## src/rtl/spiro_game_fsm.sv

```systemverilog
// Multi-channel spirometer game controller: independent player FSMs with run-time
// scores, timeout wins, and a latch that keeps the first winning channel.
//
// state | meaning
// IDLE  | waiting for the player's start button
// ARMED | button seen, waiting for the LED countdown bar to empty
// RUN   | player blowing, score counts game ticks
// LOSE  | airflow dropped before timeout (absorbing)
// WIN   | survived TIMEOUT ticks (absorbing)
module spiro_game_fsm #(
    parameter int CHANNELS = 2,
    parameter int SCORE_W  = 12,
    parameter int TIMEOUT  = 1000,
    parameter int IDX_W    = 3
) (
    input  logic                        iClk,
    input  logic                        iReset,
    input  logic                        iCE,
    input  logic                        iClear,
    input  logic [CHANNELS-1:0]         ivBoton,
    input  logic [CHANNELS-1:0]         ivLEDEmpty,
    input  logic [CHANNELS-1:0]         ivLoser,
    output logic [3*CHANNELS-1:0]       ovState,
    output logic [SCORE_W*CHANNELS-1:0] ovScore,
    output logic                        oWinnerValid,
    output logic [IDX_W-1:0]            ovWinnerIdx,
    output logic                        oAllDone
);

    typedef enum logic [2:0] {
        ST_IDLE  = 3'd0,
        ST_ARMED = 3'd1,
        ST_RUN   = 3'd2,
        ST_LOSE  = 3'd3,
        ST_WIN   = 3'd4
    } state_e;

    localparam logic [SCORE_W-1:0] SCORE_LAST = SCORE_W'(TIMEOUT - 1);

    state_e             state_q [CHANNELS];
    state_e             state_d [CHANNELS];
    logic [SCORE_W-1:0] score_q [CHANNELS];
    logic [SCORE_W-1:0] score_d [CHANNELS];
    logic               winner_valid_q, winner_valid_d;
    logic [IDX_W-1:0]   winner_idx_q, winner_idx_d;
    logic               all_done_q, all_done_d;
    logic               win_seen;
    logic               done_all;

    always_comb begin
        state_d        = state_q;
        score_d        = score_q;
        winner_valid_d = winner_valid_q;
        winner_idx_d   = winner_idx_q;
        all_done_d     = all_done_q;
        win_seen       = 1'b0;
        done_all       = 1'b1;
        if (iClear) begin
            for (int k = 0; k < CHANNELS; k++) begin
                state_d[k] = ST_IDLE;
                score_d[k] = '0;
            end
            winner_valid_d = 1'b0;
            winner_idx_d   = '0;
            all_done_d     = 1'b0;
        end else if (iCE) begin
            for (int k = 0; k < CHANNELS; k++) begin
                case (state_q[k])
                    ST_IDLE:  if (ivBoton[k]) state_d[k] = ST_ARMED;
                    ST_ARMED: begin
                        if (ivLEDEmpty[k]) begin
                            state_d[k] = ST_RUN;
                            score_d[k] = '0;
                        end
                    end
                    ST_RUN: begin
                        if (ivLoser[k]) begin
                            state_d[k] = ST_LOSE;
                        end else begin
                            if (score_q[k] != '1) score_d[k] = score_q[k] + SCORE_W'(1);
                            if (score_q[k] == SCORE_LAST) begin
                                state_d[k] = ST_WIN;
                                // ascending loop: the first channel seen is the lowest index
                                if (!winner_valid_q && !win_seen) begin
                                    winner_valid_d = 1'b1;
                                    winner_idx_d   = IDX_W'(k);
                                end
                                win_seen = 1'b1;
                            end
                        end
                    end
                    ST_LOSE, ST_WIN: ;
                    default: state_d[k] = ST_IDLE;
                endcase
                if (!(state_d[k] == ST_LOSE || state_d[k] == ST_WIN)) done_all = 1'b0;
            end
            all_done_d = done_all;
        end
    end

    always_ff @(posedge iClk) begin
        if (!iReset) begin
            for (int k = 0; k < CHANNELS; k++) begin
                state_q[k] <= ST_IDLE;
                score_q[k] <= '0;
            end
            winner_valid_q <= 1'b0;
            winner_idx_q   <= '0;
            all_done_q     <= 1'b0;
        end else begin
            state_q        <= state_d;
            score_q        <= score_d;
            winner_valid_q <= winner_valid_d;
            winner_idx_q   <= winner_idx_d;
            all_done_q     <= all_done_d;
        end
    end

    always_comb begin
        ovState = '0;
        ovScore = '0;
        for (int k = 0; k < CHANNELS; k++) begin
            ovState[3*k +: 3]             = state_q[k];
            ovScore[SCORE_W*k +: SCORE_W] = score_q[k];
        end
    end

    assign oWinnerValid = winner_valid_q;
    assign ovWinnerIdx  = winner_idx_q;
    assign oAllDone     = all_done_q;

endmodule

```

## config.mk

```make
export PLATFORM = sky130hd
export DESIGN_NAME = spiro_game_fsm
export DESIGN_NICKNAME = d
export VERILOG_FILES = /design/src/rtl/spiro_game_fsm.sv
export SDC_FILE = /design/constraint.sdc
export NUM_CORES = 1
export LEC_CHECK = 0
export ABC_AREA = 1
export BUFFER_PORTS_ARGS = -buffer_cell sky130_fd_sc_hd__buf_4
export CAP_MARGIN = 20
export CORE_MARGIN = 8
export CORE_UTILIZATION = 52
export CTS_CLUSTER_DIAMETER = 100
export DETAILED_ROUTE_END_ITERATION = 8
export HOLD_SLACK_MARGIN = 0.1
export PLACE_DENSITY = 0.76
export SKIP_CTS_REPAIR_TIMING = 1
export SYNTH_ARGS = -nofsm -noshare
export SYNTH_HDL_FRONTEND = slang
export SYNTH_SLANG_ARGS = --single-unit
```

## constraint.sdc

```tcl
create_clock -name iClk -period 4.45 [get_ports iClk]
set_input_delay 0.445 -clock iClk [delete_from_list [all_inputs] [get_ports iClk]]
set_output_delay 0.445 -clock iClk [all_outputs]
set_load 0.02 [all_outputs]
```

==> key figures, run 1 <==
Synthesis
  – Post-synthesis async set-or-reset flop share: 0
  – Synth warnings: 0
  – Top-count cell post-synth: nand2_1
  – Syn_nets: 356
  – Post-Syn Area: 0.002207 mm²
  – Most used flip-flop cell after synthesis: dfxtp_1
  – Top post-synthesis cells by count: nand2_1 (97), nor2_1 (59), dfxtp_1 (35)
  – Cell variety after synth: 32
  – Post-synth EDFFs: 0
  – Syn_area_per_cell: 6.416 µm²
  – Leading post-synthesis cells by cell area: dfxtp_1 (32%), nand2_1 (16%), nor2_1 (10%)
  – Post-synthesis instance total: 344
  – #FFs+latches synth: 35
  – Yosys top cell area share: 0.3175
  – Sequential share of the synthesized area: 0.3175
  – Area leader, netlist: dfxtp_1

Min path
  – Worst Hold Class: input pin to flip-flop
  – Min-Delay Path Depth: 2
  – Hold Crit Start: iCE
  – Hold endpoint: ovState[2]$_SDFFE_PP0P_

STA
  – Worst slew pin tran: 0.9213 ns
  – Final min period: 2.136 ns
  – Setup tns final: 0 ns
  – Rel. slew slack: 0.3820
  – Max Clk Rate: 0.4682 GHz
  – Final Max Slew Viols: 0
  – Clk_skew: 0.004547 ns
  – Fin crit share: 0.4800
  – Hold Vio Cnt, Final: 0
  – RSZ-0062 raised after global routing: no
  – Final Setup Violations: 0
  – Worst Hold Margin: 0.4223 ns

Outcome
  – Outcome: complete, no violations

Cells and area
  – Filler cells: 392
  – Final #Nets: 401
  – Final core utilization: 0.6516
  – Final Cell Area: 0.002644 mm²
  – N_diodes: 0
  – Layout area overhead: 19.78%
  – Layout cells sized above 1: 0.2108

Drt
  – Iter 0 DRT Violations: 108
  – Wire length per cell: 13.05 µm
  – Remaining antenna violation count: 0
  – Total wire length: 5727 µm
  – First-pass detailed-route iteration total: 4
  – Routed via count: 2307
  – Residual DRC count: 0
  – Post-DR vias/cell: 5.255

GRT
  – Largest net degree at the start of global routing: 28
  – M3 GR Usage: 0.04525
  – First-pass GRT wire length: 9563 µm
  – Antenna violations before repair: 0
  – Gr usage total: 0.1819
  – Met1 GRT Util: 0.2026
  – Overflow after GRT: 0
  – Grt peak-use layer: met2
  – Vias in the first global route: 2151
  – GR Layer Usage met2: 0.3176

Floorplan
  – Starting Density: 0.5439
  – Die height: 81.15 µm
  – # IOs: 45
  – Core ar.: 0.004058 mm²
  – Die Area: 0.006585 mm²
  – Die extent in x: 81.15 µm
  – # rows: 23

Critical path
  – Worst r2r src: ovScore[12]$_SDFFE_PP0P_
  – Critical Path Fanout Max: 27
  – Setup crit end kind: flip-flop
  – CP arrival: 2.38 ns
  – FF-to-FF End: ovScore[21]$_SDFFE_PP0P_
  – R2R setup slack: 2.41 ns
  – Worst Path Required: 4.69 ns
  – CP Class: input pin to flip-flop
  – CP startpoint kind: input pin
  – Reg2reg path depth: 10

Power
  – Final Power: 606.5 µW
  – Leakage Power: 0.001023 µW
  – Power per Cell Area: 229.4 mW/mm²
  – Worst VDD drop: 0.0001425 V

Clock tree
  – CTS tree: built
  – Clock transition at path regs: 0.07 ns
  – Clk sinks: 35
  – Clock root buffer: clkbuf_8
  – Later-pin clock latency in the skew report: 0.29 ns
  – Num CTS Buffers: 5
  – Depth of the CTS H-tree: 2
  – Largest buffer count on any clock path: 2

Place
  – DP Area: 0.002556 mm²
  – GP Congestion: 0.8637
  – PortBufs: 44
  – Dpl hpwl: 4267 µm

Job
  – Max Cap Violations: 0
## per-stage QoR
step                std cells  setup WS (ns)
floorplan                 344          2.714
global placement          432          2.109
detailed placement        432          2.011
CTS                       439          2.324
global route              439          2.136
finish                    439          2.314
## how the worst max path moves through the flow
stage	slack (ns)	startpoint	to	cells past startpoint
final	2.31	iClear	ovState[4]$_SDFFE_PP0P_	6
after floorplan	2.71	ovScore[12]$_SDFFE_PP0P_	ovScore[16]$_SDFFE_PP0P_	10
after detailed placement	2.01	iClear	ovState[4]$_SDFFE_PP0P_	6
after CTS	2.32	iClear	ovState[4]$_SDFFE_PP0P_	6
after global routing	2.14	iClear	ovState[4]$_SDFFE_PP0P_	6
after global placement	2.11	iClear	ovState[4]$_SDFFE_PP0P_	6
## per-layer routing
metal,wire length (µm),part of all wire,vias to the layer above
li1,-,-,1184
met1,2500,0.44,1051
met2,2848,0.50,63
met3,298,0.052,9
met4,80,0.014,0
met5,0,0,-
## cells in the final DEF, fill, tap and decap left out
cell type	n
a21oi_1	21
a21oi_2	10
a41oi_1	1
and3_1	1
buf_4	44
clkbuf_8	6
clkinv_1	3
clkinv_2	1
dfxtp_1	35
ha_1	2
inv_1	27
inv_2	3
nand2_1	97
nand2_2	11
nand2_4	1
nand3_1	24
nand3_2	1
nand4_1	5
nor2_1	59
nor2_2	1
nor2_4	1
nor3_1	2
nor3_4	1
nor3b_1	1
o211ai_1	3
o21ai_0	9
o21ai_1	1
o21ai_2	1
or2_2	1
xnor2_1	2
xor2_1	14
## cells by family (layout without fill, tap and decap cells)
kind of cell | after synthesis | count (layout) | synth area share
and+or+nand+nor | 206 | 206 | 0.4036
AOI/OAI and AO/OA | 46 | 46 | 0.1281
buffers and inverters | 39 | 84 | 0.07596
DFF | 35 | 35 | 0.3175
xor gates and xnor gates | 16 | 16 | 0.06349
adders and majority gates | 2 | 2 | 0.01134
## worst max-delay path: stages
cell and delay, ns:
buf_4 0.11, nor2_1 0.40, clkinv_1 0.88, a21oi_1 0.35
o21ai_0 0.12, inv_1 0.06
## final cells by class
type                            count  area (µm²)  share of cell area
Timing Repair Buffer               44       330.3              0.1249
Clock inverter                      1       5.005            0.001893
Clock buffer                        6       82.58             0.03124
Tap cell                           50       62.56             0.02366
Inverter                           33       123.9             0.04685
Sequential cell                    35       700.7              0.2650
Multi-Input combinational cell    270        1339              0.5064
## power breakdown
part | leakage (µW) | internal (µW) | switching, µW
Clock | 0.0000470 | 121 | 114
Sequential | 0.000282 | 315 | 3.64
Combinational | 0.000694 | 16.5 | 35.6
Total | 0.00102 | 453 | 153
## state kept, by name, summed over array words and instances, names as in the netlist
register	cells
ovWinnerIdx	3
ovState	6
ovScore	24
oAllDone	1
oWinnerValid	1
Power figures use the tool's default switching activity.
==> inputs of run 2 (changes only) <==
--- a/config.mk
+++ b/config.mk
@@ -9,11 +9,11 @@
 export BUFFER_PORTS_ARGS = -buffer_cell sky130_fd_sc_hd__buf_4
 export CAP_MARGIN = 20
 export CORE_MARGIN = 8
-export CORE_UTILIZATION = 52
+export CORE_UTILIZATION = 49
 export CTS_CLUSTER_DIAMETER = 100
 export DETAILED_ROUTE_END_ITERATION = 8
 export HOLD_SLACK_MARGIN = 0.1
-export PLACE_DENSITY = 0.76
+export PLACE_DENSITY = 0.75
 export SKIP_CTS_REPAIR_TIMING = 1
 export SYNTH_ARGS = -nofsm -noshare
 export SYNTH_HDL_FRONTEND = slang
==> constraint.sdc (replaced) <==
create_clock -name iClk -period 1.7 [get_ports iClk]
set_input_delay 0.17 -clock iClk [delete_from_list [all_inputs] [get_ports iClk]]
set_output_delay 0.17 -clock iClk [all_outputs]
set_load 0.02 [all_outputs]
==> run 2 against run 1 <==
Compared with the run above:
- non-clock buffer count rose by 29
- setup slack worse by 2.2 ns
- register-to-register slack worse by 2.3 ns
- critical path depth unchanged
- power grew to 2.6 times the previous value
- clock skew is 0.0014 ns higher
- routed wire length rose by 6.2%
- first-iteration DRC count grew 18%
- hold slack worse by 0.28 ns
- clock-buffer cell count decreased by 1
- sequential share of layout area fell by 2.2 points
- critical path type is now flip-flop to flip-flop
- critical endpoint is now ovScore[1]$_SDFFE_PP0P_
==> key figures, run 2 (same netlist as run 1, synthesis figures left out) <==
Clock tree
  – Clock transition at path regs: 0.08 ns (about the same)
  – Depth of the CTS H-tree: 2 (unchanged)
  – Largest buffer count on any clock path: 2 (unchanged)
  – Later-pin clock latency in the skew report: 0.29 ns (about the same)
  – Clk sinks: 35 (unchanged)
  – Num CTS Buffers: 5 (unchanged)
  – CTS tree: built
  – Clock root buffer: clkbuf_8

Critical path
  – Worst Path Required: 1.88 ns (-2.81 ns)
  – CP Class: flip-flop to flip-flop
  – CP Launch Point: ovState[2]$_SDFFE_PP0P_
  – Setup crit end kind: flip-flop
  – CP arrival: 1.75 ns (-0.63 ns)
  – Reg2reg path depth: 6 (-4)
  – Critical Path Fanout Max: 14 (-48%)
  – CP startpoint kind: flip-flop
  – Worst r2r src: ovState[2]$_SDFFE_PP0P_
  – FF-to-FF End: ovScore[1]$_SDFFE_PP0P_
  – R2R setup slack: 0.13 ns (-2.28 ns)

Power
  – Leakage Power: 0.001183 µW (+16%)
  – Worst VDD drop: 0.0004323 V (+200%)
  – Power per Cell Area: 546.3 mW/mm² (+140%)

STA
  – Clk_skew: 0.005919 ns (+0.001372 ns)
  – Worst Hold Margin: 0.1421 ns (-0.2802 ns)
  – Max Clk Rate: 0.6377 GHz
  – Worst slew pin tran: 0.4083 ns (-0.5130 ns)
  – Final Setup Violations: 0 (unchanged)
  – Final min period: 1.568 ns
  – Rel. slew slack: 0.7257 (+0.3437)
  – Fin crit share: 0.9224
  – Hold Vio Cnt, Final: 0 (unchanged)
  – Final Max Slew Viols: 0 (unchanged)

Min path
  – Hold endpoint: ovState[2]$_SDFFE_PP0P_
  – Min-Delay Path Depth: 2 (unchanged)
  – Worst Hold Class: input pin to flip-flop
  – Hold Crit Start: iCE

Cells and area
  – Final #Nets: 430 (+7.2%)
  – Layout area overhead: 31.92%
  – Filler cells: 390 (-0.51%)
  – Commonest cells after routing, fill and taps aside: nand2_1 (97), buf_4 (72), nor2_1 (58)
  – Layout cells sized above 1: 0.2864 (+0.07560)
  – Multi-input gate area: 0.001368 mm² (+2.1%)
  – Non-Filler Instances: 471 (+7.3%)
  – Commonest non-fill, non-tap cell in the layout: nand2_1
  – Largest register FFs: 24 (unchanged)
  – Final core utilization: 0.6687 (+0.01712)
  – Register area: 706.9 µm² (+0.89%)
  – N_diodes: 0 (unchanged)

Place
  – Placed insts: 462 (+6.9%)
  – Dpl hpwl: 4553 µm (+6.7%)
  – PortBufs: 44 (unchanged)
  – GP Congestion: 0.8617 (-0.23%)

Drt
  – Total wire length: 6084 µm (+6.2%)
  – Routed via count: 2423 (+5.0%)
  – Post-DR vias/cell: 5.144 (-2.1%)
  – Residual DRC count: 0 (unchanged)
  – Wire length per cell: 12.92 µm (-0.98%)
  – Remaining antenna violation count: 0 (unchanged)
  – Iter 0 DRT Violations: 127 (+18%)
  – First-pass detailed-route iteration total: 4 (unchanged)

GRT
  – Gr usage total: 0.1747 (-0.007118)
  – Vias in the first global route: 2317 (+7.7%)
  – Largest net degree at the start of global routing: 24 (-14%)
  – Overflow after GRT: 0 (unchanged)
  – First-pass GRT wire length: 10270 µm (+7.4%)
  – Antenna violations before repair: 0 (unchanged)

Floorplan
  – Starting Density: 0.5069 (-0.03704)
  – Die extent in x: 83.12 µm (+2.4%)
  – Die Area: 0.006908 mm² (+4.9%)
  – Core ar.: 0.004354 mm² (+7.3%)
  – # IOs: 45 (unchanged)
  – # rows: 24 (+4.3%)
  – Die height: 83.12 µm (+2.4%)

Job
  – Max Cap Violations: 0 (unchanged)

Outcome
  – Outcome: complete, no violations
[run 2: per-layer routing]
metal | vias to the layer above | wire length [µm] | global-route usage
li1 | 1240 | - | -
met1 | 1093 | 2550 | 0.1940
met2 | 76 | 3039 | 0.3076
met3 | 14 | 383 | 0.04883
met4 | 0 | 110 | 0.06390
met5 | - | 0 | 0
[run 2: worst max path at each step]
stage	endpoint	slack, ns	cells past startpoint
4_1_cts	ovScore[1]$_SDFFE_PP0P_	-0.02	8
3_3_place_gp	ovScore[1]$_SDFFE_PP0P_	0.06	8
6_report	ovScore[1]$_SDFFE_PP0P_	0.13	6
3_5_place_dp	ovScore[1]$_SDFFE_PP0P_	0.03	8
2_1_floorplan	ovScore[16]$_SDFFE_PP0P_	0.0004	10
5_1_grt	oAllDone$_SDFFE_PP0P_	-0.01	11
[run 2: where the power goes]
group          internal (µW)  switching, µW  total (µW)
logic                   58.7            101         160
registers                825           8.40         833
clock network            280            317         598
total                   1160            427        1590
[run 2: cell type report]
cell class,count,share of cell area
Sequential cell,35,0.2428
Clock buffer,5,0.02364
Multi-Input combinational cell,270,0.4697
Clock inverter,3,0.005157
Tap cell,52,0.02235
Inverter,33,0.04383
Timing Repair Buffer,73,0.1925
[run 2: worst max-delay path, stage by stage (launching register included)]
cell,delay [ns]
dfxtp_1,0.38
nor3_4,0.37
o21ai_2,0.13
nand2_2,0.20
nand2_8,0.14
o21ai_0,0.17
nor2_1,0.06
[run 2: through the flow]
| step | power (µW) | worst slack (ns) | area (µm²) | TNS, ns |
|---|---|---|---|---|
| after floorplan | 945.1 | 0.0003713 | 2208 | 0 |
| after global placement | 1001 | 0.06090 | 2783 | 0 |
| after detailed placement | 1004 | 0.02623 | 2783 | 0 |
| after CTS | 1596 | -0.01678 | 2867 | -0.01678 |
| after global routing | 1658 | -0.01146 | 2912 | -0.01146 |
| final | 1591 | 0.1319 | 2912 | 0 |
==> inputs of run 3 (changes only) <==
--- a/config.mk
+++ b/config.mk
@@ -9,11 +9,10 @@
 export BUFFER_PORTS_ARGS = -buffer_cell sky130_fd_sc_hd__buf_4
 export CAP_MARGIN = 20
 export CORE_MARGIN = 8
-export CORE_UTILIZATION = 49
+export CORE_UTILIZATION = 30
 export CTS_CLUSTER_DIAMETER = 100
 export DETAILED_ROUTE_END_ITERATION = 8
 export HOLD_SLACK_MARGIN = 0.1
-export PLACE_DENSITY = 0.75
 export SKIP_CTS_REPAIR_TIMING = 1
 export SYNTH_ARGS = -nofsm -noshare
 export SYNTH_HDL_FRONTEND = slang
==> run 3 against run 2 <==
Compared with the run above:
- sequential power barely moved
- clock power rose by 4.2%
- critical path depth rose by 2
- hold slack got worse by 0.010 ns
- non-clock buffer count rose by 1
- critical endpoint unchanged
- power rose by 1.4%
- combinational power fell by 3%
- cell count rose by 10%
- fmax fell by 1.1%
- sequential share of layout area fell by 0.48 points
- global-route usage fell by 5.6 points
- largest power group unchanged
==> key figures, run 3 (same netlist as run 1, synthesis figures left out) <==
STA
  – Final Setup Violations: 0 (unchanged)
  – Rel. slew slack: 0.7079 (-0.01783)
  – Clk_skew: 0.005405 ns (-0.0005144 ns)
  – Hold Vio Cnt, Final: 0 (unchanged)
  – RSZ-0062 raised after global routing: yes
  – Fin crit share: 0.9327 (+0.01029)
  – Final Max Slew Viols: 0 (unchanged)
  – Final min period: 1.586 ns (+0.01749 ns)
  – Worst slew pin tran: 0.4349 ns (+0.02654 ns)
  – Max Clk Rate: 0.6307 GHz (-1.1%)
  – Setup tns final: 0 ns (unchanged)

Drt
  – Wire length per cell: 11.72 µm (-9.3%)
  – Iter 0 DRT Violations: 61 (-52%)
  – Remaining antenna violation count: 0 (unchanged)
  – Routed via count: 2371 (-2.1%)
  – Residual DRC count: 0 (unchanged)
  – Total wire length: 6071 µm (-0.21%)
  – Post-DR vias/cell: 4.577 (-11%)
  – First-pass detailed-route iteration total: 4 (unchanged)

Cells and area
  – Non-Filler Instances: 518 (+10%)
  – Final core utilization: 0.4139 (-0.2547)
  – N_diodes: 0 (unchanged)
  – Largest register FFs: 24 (unchanged)
  – Layout cells sized above 1: 0.2840 (-0.002387)
  – Commonest cells after routing, fill and taps aside: nand2_1 (97), buf_4 (73), nor2_1 (59)
  – Commonest non-fill, non-tap cell in the layout: nand2_1
  – Final #Nets: 431 (+0.23%)
  – Layout area overhead: 34.58%

GRT
  – Vias in the first global route: 2195 (-5.3%)
  – Largest net degree at the start of global routing: 20 (-17%)
  – Overflow after GRT: 0 (unchanged)
  – Gr usage total: 0.1190 (-0.05571)
  – First-pass GRT wire length: 9867 µm (-4.0%)
  – Antenna violations before repair: 0 (unchanged)

Critical path
  – CP arrival: 1.76 ns (about the same)
  – CP startpoint kind: flip-flop
  – Biggest cell delay along the critical path: 0.38 ns (about the same)
  – Reg2reg path depth: 8 (+2)
  – Worst r2r src: ovState[1]$_SDFFE_PP0P_
  – Critical Path Fanout Max: 14 (unchanged)
  – Worst Path Required: 1.87 ns (about the same)
  – CP top delay family: simple AND/OR/NAND/NOR gates
  – Setup crit end kind: flip-flop
  – R2R setup slack: 0.11 ns (-0.02 ns)
  – Slowest stage cell on the critical path: dfxtp_2
  – FF-to-FF End: ovScore[1]$_SDFFE_PP0P_
  – CP Launch Point: ovState[1]$_SDFFE_PP0P_
  – Worst path bufs/invs: 2 (+2)
  – Worst path cell trace: inv_2 > nor3_4 > buf_4 > o21ai_2 > nand2_2 > nand2_4 > o21ai_0 > nor2_1
  – CP Class: flip-flop to flip-flop

Clock tree
  – CTS tree: built
  – Depth of the CTS H-tree: 2 (unchanged)
  – Clock root buffer: clkbuf_8
  – Largest buffer count on any clock path: 2 (unchanged)
  – Clk sinks: 35 (unchanged)
  – Later-pin clock latency in the skew report: 0.29 ns (about the same)
  – Clock transition at path regs: 0.07 ns (about the same)
  – Num CTS Buffers: 5 (unchanged)

Outcome
  – Outcome: complete, no violations

Min path
  – Worst Hold Class: input pin to flip-flop
  – Min-Delay Path Depth: 2 (unchanged)
  – Hold endpoint: ovState[2]$_SDFFE_PP0P_
  – Hold Crit Start: iCE

Floorplan
  – Die height: 101.8 µm (+22%)
  – Starting Density: 0.3076 (-0.1993)
  – # IOs: 45 (unchanged)
  – Die Area: 0.01036 mm² (+50%)
  – # rows: 31 (+29%)
  – Core ar.: 0.007176 mm² (+65%)
  – Die extent in x: 101.8 µm (+22%)

Place
  – Placed insts: 508 (+10%)
  – Dpl hpwl: 4667 µm (+2.5%)
  – PortBufs: 44 (unchanged)
  – GP Congestion: 0.8775 (+1.8%)

Job
  – Max Cap Violations: 0 (unchanged)

Power
  – Leakage Power: 0.001192 µW (+0.71%)
  – Power per Cell Area: 542.9 mW/mm² (-0.62%)
  – Final Power: 1613 µW (+1.4%)
  – Worst VDD drop: 0.0002175 V (-50%)
## run 3: how the worst max path moves through the flow
stage | endpoint | slack, ns | cells after the start
after floorplan | ovScore[16]$_SDFFE_PP0P_ | 0.0004 | 10
after global placement | ovScore[2]$_SDFFE_PP0P_ | 0.03 | 6
after detailed placement | ovScore[2]$_SDFFE_PP0P_ | 0.04 | 6
after CTS | ovScore[2]$_SDFFE_PP0P_ | 0.03 | 6
after global routing | ovScore[23]$_SDFFE_PP0P_ | -0.01 | 9
final | ovScore[1]$_SDFFE_PP0P_ | 0.11 | 8
## run 3: layout make-up
| type | instances | area, µm² |
|---|---|---|
| tap | 99 | 123.9 |
| timing repair buffer | 74 | 568.0 |
| clock buffer | 6 | 82.58 |
| inverter | 33 | 127.6 |
| fill | 770 | 4205 |
| clock inverter | 1 | 5.005 |
| sequential | 35 | 706.9 |
| multi-input combinational | 270 | 1356 |
## run 3: metal layers
layer,GRT usage,share of wire,up-vias,routed length (µm)
met5,0,0,-,0
met4,0.04696,0.013,0,79
met3,0.03368,0.058,7,351
met2,0.1886,0.46,65,2765
met1,0.1480,0.47,1057,2874
li1,-,-,1242,-
## run 3: report_power, final
part           internal [µW]  switching, µW
Combinational           58.4           96.3
Clock                    318            305
Sequential               825           9.43
## run 3: stage by stage
step / area (µm²) / setup WS (ns) / hold WS (ns)
2_1_floorplan: 2208 / 0.0003713 / 0.3395
4_1_cts: 2922 / 0.02903 / 0.1344
6_report: 2970 / 0.1144 / 0.1317
3_3_place_gp: 2834 / 0.03254 / 0.4358
3_5_place_dp: 2834 / 0.03549 / 0.4368
5_1_grt: 2970 / -0.01165 / 0.1292
